### src/rtl/rv_scoreboard_hazard_if.sv
// rtl/rv_scoreboard_hazard_if.sv - D-stage issue/interlock bundle for rv_scoreboard_hazard
//
// Purpose: groups the decode-stage instruction fields and the stall/flush
// results exchanged between the pipeline control and the hazard unit.
// Ports (i_ = into the hazard unit, o_ = out of it):
//   i_valid_d, i_rs1_d, i_rs2_d, i_use_rs1_d, i_use_rs2_d,
//   i_rd_d, i_regwrite_d, i_kind_d, i_br_taken_e
//   o_stall_f, o_stall_d, o_flush_d, o_flush_e, o_busy_regs, o_stall_cnt
// Modports: master drives the instruction fields, slave is the hazard unit.
interface rv_scoreboard_hazard_if #(
  parameter int NREG = 32
);
  localparam int AW = $clog2(NREG);

  logic            i_valid_d;
  logic [AW-1:0]   i_rs1_d;
  logic [AW-1:0]   i_rs2_d;
  logic            i_use_rs1_d;
  logic            i_use_rs2_d;
  logic [AW-1:0]   i_rd_d;
  logic            i_regwrite_d;
  logic [1:0]      i_kind_d;
  logic            i_br_taken_e;
  logic            o_stall_f;
  logic            o_stall_d;
  logic            o_flush_d;
  logic            o_flush_e;
  logic [NREG-1:0] o_busy_regs;
  logic [31:0]     o_stall_cnt;

  modport master (
    output i_valid_d, i_rs1_d, i_rs2_d, i_use_rs1_d, i_use_rs2_d,
           i_rd_d, i_regwrite_d, i_kind_d, i_br_taken_e,
    input  o_stall_f, o_stall_d, o_flush_d, o_flush_e, o_busy_regs, o_stall_cnt
  );

  modport slave (
    input  i_valid_d, i_rs1_d, i_rs2_d, i_use_rs1_d, i_use_rs2_d,
           i_rd_d, i_regwrite_d, i_kind_d, i_br_taken_e,
    output o_stall_f, o_stall_d, o_flush_d, o_flush_e, o_busy_regs, o_stall_cnt
  );
endinterface

### src/rtl/rv_scoreboard_hazard.sv
// rtl/rv_scoreboard_hazard.sv - countdown-scoreboard hazard/interlock unit
//
// Purpose: per-register countdown scoreboard that interlocks RAW and WAW
// hazards for ALU, load and multi-cycle MUL results, blocks back-to-back MULs
// on a non-pipelined multiplier, squashes on taken branches and counts stall
// cycles.
// Ports:
//   i_clk    rising-edge clock
//   i_rst_n  asynchronous active-low reset
//   hz       rv_scoreboard_hazard_if.slave (D-stage fields in, stall/flush out)
module rv_scoreboard_hazard #(
  parameter int NREG     = 32,
  parameter int ALU_LAT  = 1,
  parameter int LOAD_LAT = 2,
  parameter int MUL_LAT  = 4,
  parameter int FWD_EN   = 1,
  parameter int MUL_PIPE = 0
) (
  input  logic                 i_clk,
  input  logic                 i_rst_n,
  rv_scoreboard_hazard_if.slave hz
);
  localparam int AW     = $clog2(NREG);
  // Without forwarding a result is only readable once it reaches the regfile.
  localparam int EXTRA  = (FWD_EN != 0) ? 0 : 3;
  localparam int D_ALU  = ALU_LAT + EXTRA;
  localparam int D_LOAD = LOAD_LAT + EXTRA;
  localparam int D_MUL  = MUL_LAT + EXTRA;
  localparam int D_MAX  = (D_ALU > D_LOAD) ? ((D_ALU > D_MUL) ? D_ALU : D_MUL)
                                           : ((D_LOAD > D_MUL) ? D_LOAD : D_MUL);
  localparam int CW     = (D_MAX < 1) ? 1 : $clog2(D_MAX + 1);

  localparam logic [1:0] KIND_LOAD = 2'd1;
  localparam logic [1:0] KIND_MUL  = 2'd2;

  logic [CW-1:0]   r_cnt [NREG];
  logic [CW-1:0]   r_mul_busy;
  logic [31:0]     r_stall_cnt;

  logic [NREG-1:0] w_busy;
  logic [CW-1:0]   w_dk_m1;
  logic            w_is_mul;
  logic            w_raw;
  logic            w_waw;
  logic            w_struct;
  logic            w_haz;
  logic            w_stall;
  logic            w_iss;

  always_comb begin
    w_busy = '0;
    for (int r = 1; r < NREG; r++) begin
      w_busy[r] = (r_cnt[r] != '0);
    end
  end

  // Counter value loaded at issue: the dependent may issue once it reaches 0.
  always_comb begin
    w_dk_m1 = CW'(D_ALU - 1);
    case (hz.i_kind_d)
      KIND_LOAD: w_dk_m1 = CW'(D_LOAD - 1);
      KIND_MUL:  w_dk_m1 = CW'(D_MUL - 1);
      default:   w_dk_m1 = CW'(D_ALU - 1);
    endcase
  end

  assign w_is_mul = (hz.i_kind_d == KIND_MUL);

  assign w_raw = (hz.i_use_rs1_d && (hz.i_rs1_d != '0) && w_busy[hz.i_rs1_d]) ||
                 (hz.i_use_rs2_d && (hz.i_rs2_d != '0) && w_busy[hz.i_rs2_d]);

  // A younger write must not land before an older, slower one to the same rd.
  assign w_waw = hz.i_regwrite_d && (hz.i_rd_d != '0) &&
                 (r_cnt[hz.i_rd_d] > w_dk_m1);

  assign w_struct = (MUL_PIPE == 0) && w_is_mul && (r_mul_busy != '0);

  assign w_haz   = hz.i_valid_d && (w_raw || w_waw || w_struct);
  // A taken branch squashes the D instruction, so stalling it is pointless.
  assign w_stall = w_haz && !hz.i_br_taken_e;
  assign w_iss   = hz.i_valid_d && !w_stall && !hz.i_br_taken_e;

  assign hz.o_stall_f   = w_stall;
  assign hz.o_stall_d   = w_stall;
  assign hz.o_flush_d   = hz.i_br_taken_e;
  assign hz.o_flush_e   = w_haz || hz.i_br_taken_e;
  assign hz.o_busy_regs = w_busy;
  assign hz.o_stall_cnt = r_stall_cnt;

  always_ff @(posedge i_clk or negedge i_rst_n) begin
    if (!i_rst_n) begin
      for (int r = 0; r < NREG; r++) begin
        r_cnt[r] <= '0;
      end
    end else begin
      r_cnt[0] <= '0;
      for (int r = 1; r < NREG; r++) begin
        if (w_iss && hz.i_regwrite_d && (hz.i_rd_d == AW'(r))) begin
          r_cnt[r] <= w_dk_m1;
        end else if (r_cnt[r] != '0) begin
          r_cnt[r] <= r_cnt[r] - 1'b1;
        end
      end
    end
  end

  always_ff @(posedge i_clk or negedge i_rst_n) begin
    if (!i_rst_n) begin
      r_mul_busy <= '0;
    end else if (w_iss && w_is_mul && (MUL_PIPE == 0)) begin
      r_mul_busy <= CW'(MUL_LAT - 1);
    end else if (r_mul_busy != '0) begin
      r_mul_busy <= r_mul_busy - 1'b1;
    end
  end

  always_ff @(posedge i_clk or negedge i_rst_n) begin
    if (!i_rst_n) begin
      r_stall_cnt <= '0;
    end else if (w_stall && (r_stall_cnt != 32'hFFFF_FFFF)) begin
      r_stall_cnt <= r_stall_cnt + 32'd1;
    end
  end
endmodule

### src/flat_wrapper.sv
// flat-port wrapper written by rule: the top's interface ports become plain ports
module rv_scoreboard_hazard_flat 
#(
  parameter int NREG     = 32,
  parameter int ALU_LAT  = 1,
  parameter int LOAD_LAT = 2,
  parameter int MUL_LAT  = 4,
  parameter int FWD_EN   = 1,
  parameter int MUL_PIPE = 0
)
  (i_clk, i_rst_n, hz_i_valid_d, hz_i_rs1_d, hz_i_rs2_d, hz_i_use_rs1_d, hz_i_use_rs2_d, hz_i_rd_d, hz_i_regwrite_d, hz_i_kind_d, hz_i_br_taken_e, hz_o_stall_f, hz_o_stall_d, hz_o_flush_d, hz_o_flush_e, hz_o_busy_regs, hz_o_stall_cnt);
  rv_scoreboard_hazard_if #(.NREG(NREG)) hz_i ();
  input  logic i_clk;
  input  logic i_rst_n;
  input wire logic [$bits(hz_i.i_valid_d)-1:0] hz_i_valid_d;
  input wire logic [$bits(hz_i.i_rs1_d)-1:0] hz_i_rs1_d;
  input wire logic [$bits(hz_i.i_rs2_d)-1:0] hz_i_rs2_d;
  input wire logic [$bits(hz_i.i_use_rs1_d)-1:0] hz_i_use_rs1_d;
  input wire logic [$bits(hz_i.i_use_rs2_d)-1:0] hz_i_use_rs2_d;
  input wire logic [$bits(hz_i.i_rd_d)-1:0] hz_i_rd_d;
  input wire logic [$bits(hz_i.i_regwrite_d)-1:0] hz_i_regwrite_d;
  input wire logic [$bits(hz_i.i_kind_d)-1:0] hz_i_kind_d;
  input wire logic [$bits(hz_i.i_br_taken_e)-1:0] hz_i_br_taken_e;
  output wire logic [$bits(hz_i.o_stall_f)-1:0] hz_o_stall_f;
  output wire logic [$bits(hz_i.o_stall_d)-1:0] hz_o_stall_d;
  output wire logic [$bits(hz_i.o_flush_d)-1:0] hz_o_flush_d;
  output wire logic [$bits(hz_i.o_flush_e)-1:0] hz_o_flush_e;
  output wire logic [$bits(hz_i.o_busy_regs)-1:0] hz_o_busy_regs;
  output wire logic [$bits(hz_i.o_stall_cnt)-1:0] hz_o_stall_cnt;
  assign hz_i.i_valid_d = hz_i_valid_d;
  assign hz_i.i_rs1_d = hz_i_rs1_d;
  assign hz_i.i_rs2_d = hz_i_rs2_d;
  assign hz_i.i_use_rs1_d = hz_i_use_rs1_d;
  assign hz_i.i_use_rs2_d = hz_i_use_rs2_d;
  assign hz_i.i_rd_d = hz_i_rd_d;
  assign hz_i.i_regwrite_d = hz_i_regwrite_d;
  assign hz_i.i_kind_d = hz_i_kind_d;
  assign hz_i.i_br_taken_e = hz_i_br_taken_e;
  assign hz_o_stall_f = hz_i.o_stall_f;
  assign hz_o_stall_d = hz_i.o_stall_d;
  assign hz_o_flush_d = hz_i.o_flush_d;
  assign hz_o_flush_e = hz_i.o_flush_e;
  assign hz_o_busy_regs = hz_i.o_busy_regs;
  assign hz_o_stall_cnt = hz_i.o_stall_cnt;
  rv_scoreboard_hazard #(.NREG(NREG), .ALU_LAT(ALU_LAT), .LOAD_LAT(LOAD_LAT), .MUL_LAT(MUL_LAT), .FWD_EN(FWD_EN), .MUL_PIPE(MUL_PIPE)) u_core (.i_clk(i_clk), .i_rst_n(i_rst_n), .hz(hz_i));
endmodule
### config.mk
export PLATFORM = sky130hd
export DESIGN_NAME = rv_scoreboard_hazard_flat
export DESIGN_NICKNAME = d
export VERILOG_FILES = /design/src/rtl/rv_scoreboard_hazard_if.sv /design/src/rtl/rv_scoreboard_hazard.sv /design/src/flat_wrapper.sv
export SDC_FILE = /design/constraint.sdc
export NUM_CORES = 1
export LEC_CHECK = 0
export CORE_MARGIN = 2
export CORE_UTILIZATION = 45
export CTS_CLUSTER_DIAMETER = 80
export DETAILED_ROUTE_END_ITERATION = 7
export PLACE_DENSITY = 0.76
export SLEW_MARGIN = 15
export SYNTH_ARGS = -nofsm -noshare
export SYNTH_HDL_FRONTEND = slang
export SYNTH_SLANG_ARGS = --single-unit
### constraint.sdc
create_clock -name i_clk -period 5.8 [get_ports i_clk]
set_input_delay 1.16 -clock i_clk [delete_from_list [all_inputs] [get_ports i_clk]]
set_output_delay 1.16 -clock i_clk [all_outputs]
set_load 0.01 [all_outputs]
Word level (Yosys, flattened, before mapping)
Index checks and enable logic that the tools add are counted.
- flip-flop bits (word level): 128
- latch bits: 0
- bits in writable memories: 0
- bits in read-only memories: 0
- output and inout port bits: 68
- logic and storage cells: 295
- memories kept: 0
- add/sub/neg operators: 33
- $mul: 0
- divide/modulo/power cells: 0
- magnitude comparators: 4
- equality and inequality tests: 34
- shifts and indexed selects: 0
- muxes and demuxes: 72
- bitwise operators: 1
- reductions and logical operators: 118
- operator list (kind ; count):
    2-to-1 mux 3 bit ; 66
    nonzero test 3 bit ; 32
    subtractor 3 x 1 -> 3 bit, second input constant ; 32
    equality test 5 bit, second input constant ; 16
    nonzero test 2 bit ; 32
    logical AND 1 bit ; 45
    equality test 5 x 4 -> 1 bit, second input constant ; 8
    adder 32 x 1 -> 32 bit, second input constant ; 1
    inequality test 32 bit, second input constant ; 1
    equality test 5 x 3 -> 1 bit, second input constant ; 4
    binary-select mux 3 bit (select 5 bit) ; 1
    nonzero test 5 bit ; 3
    < comparator 5 x 6 -> 1 bit, second input constant ; 2
    binary-select mux 1 bit (select 5 bit) ; 2
    equality test 5 x 2 -> 1 bit, second input constant ; 2
    >= comparator 6 bit, second input constant ; 1
    NOT 5 -> 6 bit ; 1
    equality test 5 x 1 -> 1 bit, second input constant ; 1
    logical OR 1 bit ; 4
    one-hot mux 2 bit (2 select lines) ; 1
    greater-than comparator 3 x 2 -> 1 bit ; 1
    equality test 2 x 1 -> 1 bit, second input constant ; 1
    equality test 2 bit, second input constant ; 1
    logical NOT 1 bit ; 2
    2-to-1 mux 1 bit ; 2

Logic depth before layout (Yosys ltp)
- word-level depth: 16
- depth in mapped cells: 21
- gate-level depth less buffers: 14

Worst setup path after synthesis
No wires, ideal clock.
- kind: input to output
- from: input port hz_i_rd_d[0]
- to: output port hz_o_stall_f
- arrival time: 4.979 ns
- data required time: 4.640 ns
- slack: -0.339 ns
- stages: 17
- path buffers: 8
- cells stage by stage: buf_2 buf_2 buf_2 clkbuf_1 mux4_2 mux4_2 mux2_2 ha_1 a21oi_1 nor3_1 a2111oi_0 o311a_1 buf_4 buf_4 buf_2 nor3_1 buf_4
- longest elaborated chain between the ends: 10
- elaborated cells on any way between the ends: 12
- those cells by class: 1 x order compare; 3 x mux; 1 x bitwise; 7 x reduce/logical
- ends and longest elaborated chain (element ; line ; text):
    start, declared ; flat_wrapper.sv:20 ; input wire logic [$bits(hz_i.i_rd_d)-1:0] hz_i_rd_d;
    NOT 5 -> 6 bit (implied by the code) ; rv_scoreboard_hazard.sv:74 ; (r_cnt[hz.i_rd_d] > w_dk_m1);
    binary-select mux 3 bit (select 5 bit) ; rv_scoreboard_hazard.sv:74 ;
    2-to-1 mux 3 bit (implied by the code) (2 in series) ; rv_scoreboard_hazard.sv:74 ;
    greater-than comparator 3 x 2 -> 1 bit ; rv_scoreboard_hazard.sv:74 ;
    logical AND 1 bit (*) ; rv_scoreboard_hazard.sv:73 ; assign w_waw = hz.i_regwrite_d && (hz.i_rd_d != '0) &&
    logical OR 1 bit (*) (2 in series) ; rv_scoreboard_hazard.sv:78 ; assign w_haz = hz.i_valid_d && (w_raw || w_waw || w_struct);
    logical AND 1 bit (*) ; rv_scoreboard_hazard.sv:78 ;
    logical AND 1 bit (*) ; rv_scoreboard_hazard.sv:80 ; assign w_stall = w_haz && !hz.i_br_taken_e;
    end, declared ; flat_wrapper.sv:24 ; output wire logic [$bits(hz_i.o_stall_f)-1:0] hz_o_stall_f;
Mark *: on every way between the ends. The rest lies on a longest branch, timed or not. The select of a mux whose other input is x is not followed.

Worst setup path in the final report
- from: input port hz_i_rd_d[1]
- to: output port hz_o_flush_e
- longest elaborated chain between the ends: 10
- elaborated cells on any way between the ends: 12
- those cells by class: 1 x order compare; 3 x mux; 1 x bitwise; 7 x reduce/logical
- ends and longest elaborated chain (element ; line ; text):
    NOT 5 -> 6 bit (implied by the code) ; rv_scoreboard_hazard.sv:74 ;
    binary-select mux 3 bit (select 5 bit) ; rv_scoreboard_hazard.sv:74 ;
    2-to-1 mux 3 bit (implied by the code) (2 in series) ; rv_scoreboard_hazard.sv:74 ;
    greater-than comparator 3 x 2 -> 1 bit ; rv_scoreboard_hazard.sv:74 ;
    logical AND 1 bit (*) ; rv_scoreboard_hazard.sv:73 ;
    logical OR 1 bit (*) (2 in series) ; rv_scoreboard_hazard.sv:78 ;
    logical AND 1 bit (*) ; rv_scoreboard_hazard.sv:78 ;
    logical OR 1 bit (*) ; rv_scoreboard_hazard.sv:86 ; assign hz.o_flush_e = w_haz || hz.i_br_taken_e;
    end, declared ; flat_wrapper.sv:27 ; output wire logic [$bits(hz_i.o_flush_e)-1:0] hz_o_flush_e;
Marked as above.

==> flow_metrics.tcl <==
set metrics [dict create \
    hold_path_class "flop to flop" \
    reg2reg_slack_ns 1.56 \
    use_met3_pct 5.57 \
    nets 1078 \
    path_buf_inv 4 \
    cp_cell_sequence "clkdlybuf4s50_1 > buf_6 > mux4_2 > mux4_2 > mux2_2 > ha_1 > a21oi_1 > nor3_1 > a2111oi_2 > o311a_2 > buf_4 > o21bai_1 > dlygate4sd2_1" \
    ir_drop_v 0.000270 \
    die_area_mm2 0.0211 \
    synth_edf_count 0 \
    rsz0062_at_grt "true" \
    port_buffers 90 \
    ys_seq_area_share_pct 35.7 \
    timing.fmax_mhz 176 \
    final_common_cell "dfrtp_1" \
    use_met1_pct 30.5 \
    wire_per_inst_um 19.2 \
    fill_cells 1716 \
    pre_cts_slack_ns -0.275 \
    setup_violations 0 \
    whs_ns 0.490 \
    dr.pass1.iters 5 \
    grt_overflow 0 \
    slew_headroom_pct 29.9 \
    areaGrowthSynthToFinish_pct 20.0 \
    final_core_util_pct 55.1 \
    ys.flop_type "dfrtp_1" \
    viasPerCell 5.73 \
    startpoint_type "input port" \
    antenna_found_initial 0 \
    clk_path_buf_depth 2 \
    cpPeakStageDelay_ns 0.51 \
    p_leak_nw 5.23 \
    place_congestion 0.940 \
    final_area_mm2 0.0108 \
    cts-root-buf "clkbuf_16" \
    power_density_mw_per_mm2 487 \
    r2r.worst_path.cells 12 \
    first_global_vias 7265 \
    cts_tree "done" \
    drt_iter0_drc 574 \
    syn_area_per_cell_um2 9.98 \
    met2_usage_pct 38.4 \
    path_delay_family "multiplexers" \
    endpoint_kind "output port" \
    io_pins 92 \
    cp_data_required_time_ns 4.64 \
    path_class "input port to output port" \
    ant_nets 0 \
    grt_max_degree 80 \
    route.detailed.drc 0 \
    hold_viol_final 0 \
    synth_area_mm2 0.00896 \
    die_y_um 145 \
    final-seq-area_mm2 0.00320 \
    antennaDiodeCount 0 \
    drive_above_1_share_pct 11.4 \
    initial_utilization_pct 45.9 \
    maxCapViolCount 0 \
    yosysWarnings 0 \
    rows 51 \
    die_w_um 145 \
    wirelength_mm 24.3 \
    cp_data_arrival_time_ns 4.52 \
    post-route-period-util_pct 97.9 \
    hold_buffers 0 \
    worst_pin_slew_ns 1.04 \
    fin_ws_ns 0.119 \
    cpMostUsedCell "mux4_2" \
    vias 7241 \
    cp_num_cells 13 \
    slew_viol_final 0 \
    placed_cell_area_mm2 0.0102 \
    finalCriticalPeriod_ns 5.68 \
    min_path_cells 1 \
    mostFrequentLayoutCells "dfrtp_1, mux2i_1, clkdlybuf4s50_1" \
    cp_slowest_cell "mux4_2" \
    cts_made_buffers 17 \
    place_hpwl_mm 17.4 \
    multiInputGateArea_mm2 0.00522 \
    cts.clk_slew.worst_paths_ns 0.05 \
    grt_usage_pct 23.5 \
    htreeDepth 4 \
    ys_types 54 \
    clock_skew_ns 0.00803 \
    worst-path-max-fanout 6 \
    core_mm2 0.0195 \
    status "complete, no violations" \
    ys_ff_latch 128 \
    grt_pass1_wl_mm 38.8 \
    async_flop_share_pct 100 \
    clkSinkCount 128 \
    grt_busiest_layer "met2" \
    synth_nets 990 \
    clock_latency_ns 0.43 \
    syn_inst 898 \
]
## power breakdown
part	switching [W]	internal, W	leakage (nW)
Sequential	0.000388	0.00129	1.56
Clock	0.000390	0.000664	0.282
Combinational	0.00127	0.00124	3.39
## per-stage QoR
stage	total power, W	setup TNS, ns	std cells
after floorplan	0.00339	0	898
after global placement	0.00405	-0.825	1230
after detailed placement	0.00415	-0.800	1230
after CTS	0.00525	0	1263
after global routing	0.00565	-0.0184	1264
final	0.00524	0	1264
## Yosys cell counts, types with 15 or more instances
cell	n	share of area, %
nand2b_1	38	2.7
o21ai_0	37	2.1
nand3_1	40	2.2
inv_1	78	3.3
clkbuf_1	25	1.0
mux4_2	34	8.5
ha_1	68	9.5
a21oi_1	15	0.84
xnor2_1	34	3.3
nor2_1	48	2.0
dfrtp_1	128	36
nor3_1	25	1.4
nand2_1	59	2.5
mux2i_1	93	10
a31oi_1	17	1.2
xor2_1	28	2.7
## worst paths after layout
check	startpoint	end
min in group asynchronous	i_rst_n	u_core.r_mul_busy[2]
max in group asynchronous	i_rst_n	u_core.r_cnt[66]
setup reg to reg	u_core.r_cnt[1]	u_core.hz.o_stall_cnt[1]
hold reg to reg	u_core.hz.o_stall_cnt[9]	u_core.hz.o_stall_cnt[9]
hold / removal	u_core.hz.o_stall_cnt[9]	u_core.hz.o_stall_cnt[9]
setup / recovery	hz_i_rd_d[1]	hz_o_flush_e
## timing repair
item                                    in CTS  in global routing
setup buffers                                1                  1
endpoints found under the setup margin       3                  1
cloned                                       0                  0
resized for setup                            6                  0
pin swaps                                    2                  1
## cells by family (layout without fill, tap and decap cells)
family | after synthesis | in the layout | share of synthesized area (%)
fa+ha+maj | 68 | 68 | 9.49
compound gates | 90 | 90 | 6.09
flops | 128 | 128 | 35.7
mux | 134 | 134 | 19.8
simple gates | 283 | 283 | 16.5
buf+inv | 132 | 233 | 6.28
xor+xnor | 62 | 62 | 6.06
other cells | 1 | 1 | 0.0418
## area by class of cell
cell class	count	share of cell area, %
multi-input combinational	638	48.5
sequential	128	29.8
timing repair buffer	123	10.6
clock buffer	26	4.55
tap	265	3.08
inverter	78	2.72
clock inverter	6	0.745
## registers in the layout, indices dropped and copies added (netlist names)
name / count
u_core.r_mul_busy: 3
u_core.r_cnt: 93
u_core.hz.o_stall_cnt: 32
## metal layers
metal	vias up	share of wire, %
li1	3308	-
met4	0	2.8
met3	55	8.0
met2	318	48
met1	3560	41
met5	-	0
Note: power is estimated with default switching activity, not from simulation.
